<file path="src/rtl/seg7_scan_display.sv">
// Scanned 8-digit hex display for the pipeline debug probe.
// Captured words are shown tear-free, starting only at a frame boundary.
module seg7_scan_display #(
    parameter int CLK_DIV = 50000
) (
    input  logic        CLK,
    input  logic        RESET,
    input  logic [31:0] DISP_data,
    input  logic        DISP_valid,
    input  logic        DISP_freeze,
    input  logic        DISP_blank_lz,
    output logic [7:0]  DISP_an,
    output logic [6:0]  DISP_seg,
    output logic        DISP_dp,
    output logic        DISP_frame_done,
    output logic [31:0] DISP_shown
);

    localparam int TW = $clog2(CLK_DIV);
    localparam logic [TW-1:0] TC = TW'(CLK_DIV - 1);

    logic [TW-1:0] tick_cnt;
    logic [2:0]    idx;
    logic [31:0]   shown;
    logic [31:0]   pending;
    logic          pend_v;

    logic          tick_tc;
    logic          boundary;
    logic [31:0]   upper;
    logic [3:0]    nib;
    logic          blanked;
    logic [6:0]    seg_hex;

    assign tick_tc    = (tick_cnt == TC);
    assign boundary   = tick_tc && (idx == 3'd7);
    assign upper      = shown >> {idx, 2'b00};
    assign nib        = upper[3:0];
    assign DISP_shown = shown;

    // Digit 0 is never blanked so an all-zero word still shows "0".
    assign blanked = DISP_blank_lz && (idx != 3'd0) && (upper == 32'd0);

    always_comb begin
        seg_hex = 7'h7F;
        unique case (nib)
            4'h0: seg_hex = 7'h40;
            4'h1: seg_hex = 7'h79;
            4'h2: seg_hex = 7'h24;
            4'h3: seg_hex = 7'h30;
            4'h4: seg_hex = 7'h19;
            4'h5: seg_hex = 7'h12;
            4'h6: seg_hex = 7'h02;
            4'h7: seg_hex = 7'h78;
            4'h8: seg_hex = 7'h00;
            4'h9: seg_hex = 7'h10;
            4'hA: seg_hex = 7'h08;
            4'hB: seg_hex = 7'h03;
            4'hC: seg_hex = 7'h46;
            4'hD: seg_hex = 7'h21;
            4'hE: seg_hex = 7'h06;
            4'hF: seg_hex = 7'h0E;
        endcase
    end

    always_ff @(posedge CLK) begin
        if (RESET) begin
            tick_cnt        <= '0;
            idx             <= 3'd0;
            shown           <= 32'd0;
            pending         <= 32'd0;
            pend_v          <= 1'b0;
            DISP_an         <= 8'hFF;
            DISP_seg        <= 7'h7F;
            DISP_dp         <= 1'b1;
            DISP_frame_done <= 1'b0;
        end else begin
            tick_cnt <= tick_tc ? '0 : tick_cnt + 1'b1;
            if (tick_tc)
                idx <= idx + 3'd1;
            if (DISP_valid) begin
                pending <= DISP_data;
                pend_v  <= 1'b1;
            end
            // A strobe on the boundary itself bypasses the pending register.
            if (boundary && !DISP_freeze && (DISP_valid || pend_v)) begin
                shown  <= DISP_valid ? DISP_data : pending;
                pend_v <= 1'b0;
            end
            DISP_frame_done <= boundary;
            DISP_an         <= blanked ? 8'hFF : ~(8'd1 << idx);
            DISP_seg        <= blanked ? 7'h7F : seg_hex;
            DISP_dp         <= !((idx == 3'd0) && pend_v);
        end
    end

endmodule
</file>
<file path="config.mk">
export PLATFORM = sky130hd
export DESIGN_NAME = seg7_scan_display
export DESIGN_NICKNAME = d
export VERILOG_FILES = /design/src/rtl/seg7_scan_display.sv
export SDC_FILE = /design/constraint.sdc
export NUM_CORES = 1
export LEC_CHECK = 0
export ABC_AREA = 1
export CORE_MARGIN = 2
export CORE_UTILIZATION = 49
export CTS_BUF_LIST = sky130_fd_sc_hd__clkbuf_4 sky130_fd_sc_hd__clkbuf_8
export DETAILED_ROUTE_END_ITERATION = 8
export HOLD_SLACK_MARGIN = 0.08
export PLACE_DENSITY = 0.78
export SETUP_SLACK_MARGIN = 0.4
export SLEW_MARGIN = 20
export SYNTH_ARGS = -nofsm -noshare
export SYNTH_HDL_FRONTEND = slang
export SYNTH_SLANG_ARGS = --single-unit
</file>
<file path="constraint.sdc">
create_clock -name CLK -period 2.2 [get_ports CLK]
set_input_delay 0.55 -clock CLK [delete_from_list [all_inputs] [get_ports CLK]]
set_output_delay 0.55 -clock CLK [all_outputs]
set_load 0.1 [all_outputs]
</file>
==> impl_metrics.tcl, run 1 <==
set metrics [dict create \
    drive_gt1_frac 0.2503 \
    yosys_warnings 0 \
    root_buffer "clkbuf_8" \
    place_congestion 0.9248 \
    fin_nets 799 \
    area_growth_pct 33.98 \
    ant_nets 0 \
    cts_hold_buf 0 \
    port_buffers 85 \
    worstPathMaxFanout 10 \
    r2r_slack_ps 140 \
    fmax_mhz 486.3 \
    fin_total_pwr_w 0.003445 \
    power.leakage_nw 2.811 \
    core_area_um2 9328 \
    run_status "finished, final reports clean" \
    arrival_ps 2360 \
    cts.sinks 101 \
    async_reset_ff_frac 0 \
    rows 35 \
    grt_max_degree 43 \
    clkTransAtPathRegs_ps 100 \
    crit_required_ps 2500 \
    grt_pass1_wl_mm 19.58 \
    post-place-ws_ps 29.83 \
    timing.final.crit_share 0.9347 \
    htreeDepth 3 \
    ys_seq_elements 101 \
    tritoncts "yes" \
    fp.dieW_um 102.5 \
    drc 0 \
    powerDensity_nw_per_um2 540.5 \
    vdd_drop_max_v 0.0003179 \
    syn-instance-count 648 \
    seqCellArea_um2 2098 \
    max_slew_margin 0.5855 \
    ys_top_cells_by_area "dfxtp_1, nand2_1, mux2i_1" \
    worst_slack_ps 143.6 \
    gr-total-overflow 0 \
    grt_use_total 0.2342 \
    final.min_clock_period_ps 2056 \
    grt_antenna_before_repair 0 \
    synthDistinctLibCells 30 \
    critical_path_class "reg -> reg" \
    io_pins 86 \
    start_util 0.5100 \
    final-hold-violation-count 0 \
    synth_edf_count 0 \
    drt_iter0_drc 257 \
    ys_seq_area_frac 0.4250 \
    reg2reg_from "idx[0]" \
    finalMaxSlewViolations 0 \
    syn_area_per_cell_um2 7.341 \
    r2r_end "DISP_seg[4]" \
    via_count 4616 \
    numCtsBuffers 9 \
    routed_wl_mm 12.45 \
    dr.pass1.iters 5 \
    fill_cells 735 \
    grt_setup_unrepaired "true" \
    clock_skew_ps 8.028 \
    maxCapViolCount 0 \
    placed_cell_area_um2 5662 \
    worst_pin_slew_ps 617.9 \
    yosys.area.top_type_share 0.4250 \
    hold_path_class "reg -> reg" \
    worstSetupEndpointType "flip-flop" \
    synth_ff_type "dfxtp_1" \
    clock_path_buffers 2 \
    syn_nets 697 \
    syn_area_um2 4757 \
    grt_pass1_vias 4306 \
    critPathCapture "DISP_seg[4]" \
    reg2reg_depth 13 \
    dieArea_um2 10510 \
    vias_per_cell 5.222 \
    fin_tns_setup_ps 0 \
    clock_latency_ps 370 \
    avgRoutedWirePerCell_um 14.08 \
    n_antenna_cell 0 \
    dpl.hpwl_mm 8.033 \
    multi_input_area_um2 2541 \
    hold_slack_ps 419.5 \
    cp-start-kind "flip-flop" \
    yosysTopAreaCell "dfxtp_1" \
    fin_area_um2 6374 \
    die_y_um 102.5 \
    setup_viol 0 \
    crit_start "idx[0]" \
]
cell type report:
class / count / area share
Sequential cell: 101 / 0.3292
Clock buffer: 9 / 0.01943
Clock inverter: 7 / 0.01551
Inverter: 52 / 0.03337
Multi-Input combinational cell: 465 / 0.3987
Timing Repair Buffer: 121 / 0.1784
Tap cell: 129 / 0.02532
kinds of logic (layout without fill, tap and decap cells):
family          Yosys count  count (layout)  share of synthesized area
xor+xnor                  3               3                   0.005524
compound gates           58              58                    0.06444
buf+inv                  83             189                    0.08075
flops                   101             101                     0.4250
mux                      32              32                    0.06733
fa+ha+maj                12              12                    0.03156
simple gates            359             360                     0.3254
synthesized netlist by cell type (all sizes together), types with 4 or more instances:
master,instances
buf,19
inv,49
a21oi,44
nand2,170
or2,35
dfxtp,101
nand3,57
nor2,84
ha,12
nor3,6
o21ai,12
clkbuf,12
mux2i,32
nand4,4
layout by cell type, fill, tap and decap left out, types with 2 or more instances in the layout:
cell             netlist  layout
inv_1                 46      42
nand3_2                0      14
clkinv_1               2       3
buf_12                 0       2
or2_0                 28      28
dfxtp_4                0      16
or2_2                  7       7
clkbuf_8               0       9
nand2_1              168     153
buf_2                  9       2
nor3_1                 6       5
bufbuf_16              0       3
clkdlybuf4s50_1        0      34
nor2_1                83      78
a21oi_1               44      44
o21ai_1                0       2
buf_4                  2      75
clkinv_4               0       2
clkinvlp_4             0       2
nand3_1               57      43
nand2_2                2      12
bufinv_16              0       2
o21ai_0               11       9
nand3b_1               2       2
mux2i_1               32      32
ha_1                  12      10
nor2_2                 1       5
inv_2                  3       6
dfxtp_1              101      72
nand2_4                0       6
xor2_1                 3       3
dfxtp_2                0      13
nand4_1                3       3
critical path: stages, from the launching register on:
cell and delay, ps:
dfxtp_4 450, clkinv_8 100, clkbuf_4 190, buf_4 150, buf_4 120, nand2_1 60, nand3_1 90, nand3_2 130
o21ai_4 100, inv_2 120, nand2_2 90, nor2_4 150, nand2_4 130, nand3_2 100
power by group:
| part | switching [W] | total, W | internal, W | leakage (nW) |
|---|---|---|---|---|
| clock network | 0.000661 | 0.00131 | 0.000646 | 0.105 |
| registers | 0.0000151 | 0.00187 | 0.00186 | 0.843 |
| logic | 0.000155 | 0.000267 | 0.000112 | 1.86 |
| total | 0.000831 | 0.00344 | 0.00261 | 2.81 |
per-layer routing:
metal / vias to the layer above / GRT usage / routed length [µm]
met5: - / 0 / 0
met4: 0 / 0.1077 / 352
met3: 39 / 0.04542 / 619
met2: 182 / 0.3957 / 6039
met1: 2131 / 0.2890 / 5437
li1: 2264 / - / -
stage by stage:
stage / util / cells
after floorplan: - / 648
after global placement: 0.6070 / 844
after detailed placement: 0.6070 / 844
after CTS: 0.6698 / 875
after global routing: 0.6833 / 884
final: 0.6833 / 884
state kept, by name, indices dropped and copies added, names as in the netlist:
name / flops
DISP_shown: 32
DISP_an: 8
DISP_seg: 7
DISP_dp: 1
pend_v: 1
pending: 32
tick_cnt: 16
DISP_frame_done: 1
idx: 3
timing repair:
item	CTS	global route
cloned	6	1
gates resized for setup	37	20
setup endpoints to repair	50	52
buffers inserted	9	8
pin swaps	13	17
how the worst min path moves through the flow:
stage                startpoint     endpoint  slack, ps  depth (start not counted)
floorplan                pend_v      DISP_dp        380                          1
global placement    tick_cnt[0]  tick_cnt[0]        430                          1
detailed placement       pend_v      DISP_dp        440                          1
CTS                 tick_cnt[0]  tick_cnt[0]        420                          1
global route        tick_cnt[0]  tick_cnt[0]        440                          1
finish              tick_cnt[0]  tick_cnt[0]        420                          1
(Power assumes the default switching activity.)
==> run 2, diff against run 1 <==
CORE_UTILIZATION = 45   (was 49)
PLACE_DENSITY = 0.73   (was 0.78)
==> impl_metrics.tcl, run 2 (synthesis gave the netlist of run 1 again) <==
set metrics [dict create \
    critical_path_class "reg -> reg" \
    arrival_ps 2270 \
    tritoncts "yes" \
    layout_common_cells "nand2_1, nor2_1, buf_4" \
    place_congestion 0.8918 \
    vdd_drop_max_v 0.0003636 \
    finalMaxSlewViolations 0 \
    dp_cells 852 \
    slowest_stage "dfxtp_4" \
    rows 37 \
    root_buffer "clkbuf_8" \
    fmax_mhz 487.7 \
    final.min_clock_period_ps 2051 \
    dpl.hpwl_mm 8.291 \
    clkTransAtPathRegs_ps 90 \
    dieArea_um2 11410 \
    layout_commonest_cell "nand2_1" \
    clock_skew_ps 15.29 \
    fin_nets 800 \
    cts_hold_buf 0 \
    power.leakage_nw 2.815 \
    fp.dieW_um 106.8 \
    crit_chain "clkinv_8 -> buf_6 -> buf_4 -> nand2_1 -> nand2_1 -> nand2_1 -> nand3_1 -> o21ai_4 -> inv_2 -> nand2_1 -> nor2_1 -> nor2_1 -> nand3_2" \
    reg2reg_from "idx[0]" \
    cts.sinks 101 \
    hp-start "RESET" \
    power_frac_seq 0.555 \
    routed_wl_mm 12.29 \
    p_comb_frac 0.080 \
    grt_use_total 0.2080 \
    final-hold-violation-count 0 \
    dr.pass1.iters 5 \
    utilization 0.6221 \
    fill_cells 920 \
    sw_frac_of_total 0.2343 \
    p_int_w 0.002586 \
    port_buffers 85 \
    drc 0 \
    grt_max_degree 43 \
    hold_path_class "in -> reg" \
    grt_pass1_vias 4131 \
    layout.cells.non_filler 892 \
    htreeDepth 3 \
    via_count 4507 \
    clock_path_buffers 2 \
    crit_required_ps 2420 \
    grt_antenna_before_repair 0 \
    worst_path_largest_cell_delay_ps 430 \
    vias_per_cell 5.053 \
    worst_pin_slew_ps 532.7 \
    grt_pass1_wl_mm 19.32 \
    drive_gt1_frac 0.2434 \
    numCtsBuffers 9 \
    gr-total-overflow 0 \
    io_pins 86 \
    worstSetupEndpointType "flip-flop" \
    crit_start "idx[0]" \
    drt_iter0_drc 208 \
    die_y_um 106.8 \
    clock_latency_ps 360 \
    clockPowerShare 0.366 \
    fin_tns_setup_ps 0 \
    max_slew_margin 0.6427 \
    maxCapViolCount 0 \
    powerDensity_nw_per_um2 528.3 \
    ant_nets 0 \
    cp-start-kind "flip-flop" \
    area_growth_pct 34.40 \
    switching_power_w 0.0007914 \
    worstPathMaxFanout 13 \
    grt_setup_unrepaired "true" \
    setup_viol 0 \
    n_antenna_cell 0 \
    fin_total_pwr_w 0.003378 \
    run_status "finished, final reports clean" \
    timing.final.crit_share 0.9321 \
    start_util 0.4629 \
    avgRoutedWirePerCell_um 13.77 \
    core_area_um2 10280 \
    crit_top_cell "nand2_1" \
]
==> run 2: final timing paths <==
path	cells past startpoint	slack (ps)	end
hold reg to reg	1	460	tick_cnt[0]
setup reg to reg	13	150	DISP_seg[5]
setup / recovery	13	150	DISP_seg[5]
hold / removal	2	450	DISP_shown[20]
==> run 2: through the flow <==
step | setup slack (ps) | area [µm²] | hold WS [ps]
6_report | 149.4 | 6394 | 445.2
5_1_grt | -16.08 | 6394 | 433.4
4_1_cts | 250.3 | 6160 | 421.1
3_5_place_dp | 107.1 | 5665 | 442.2
3_3_place_gp | 191.8 | 5665 | 428.8
2_1_floorplan | 207.1 | 4863 | 381.0
==> run 2: per-layer routing <==
layer | wire [µm] | global-route usage
met5 | 0 | 0
met4 | 173 | 0.05288
met3 | 496 | 0.03769
met2 | 6080 | 0.3517
met1 | 5534 | 0.2743
==> run 2: power by group through the flow <==
stage                     Sequential (W)  Combinational (W)  Clock [W]
after floorplan                  0.00197           0.000107          0
after global placement           0.00191           0.000259          0
after detailed placement         0.00191           0.000264          0
after CTS                        0.00187           0.000266    0.00125
after global routing             0.00188           0.000291    0.00134
final                            0.00187           0.000269    0.00124
==> run 2: critical path, delay by kind of cell (launching register included) <==
kind            cells  cell delay [ps]
simple gates        8              800
flops               1              430
compound gates      1              160
buf+inv             4              520
==> run 2: area by class of cell <==
type / count / area [µm²] / share of cell area
multi-input combinational: 465 / 2512 / 0.3930
sequential: 101 / 2100 / 0.3284
timing repair buffer: 122 / 1191 / 0.1863
inverter: 52 / 210.2 / 0.03288
tap: 136 / 170.2 / 0.02661
clock buffer: 13 / 166.4 / 0.02603
clock inverter: 3 / 43.79 / 0.006849
==> run 2: repair_timing <==
action                     CTS  global route
resized for setup           31            24
setup endpoints to repair   49            60
pin swaps                    7             5
gates cloned                 5             2
buffers inserted             6            11
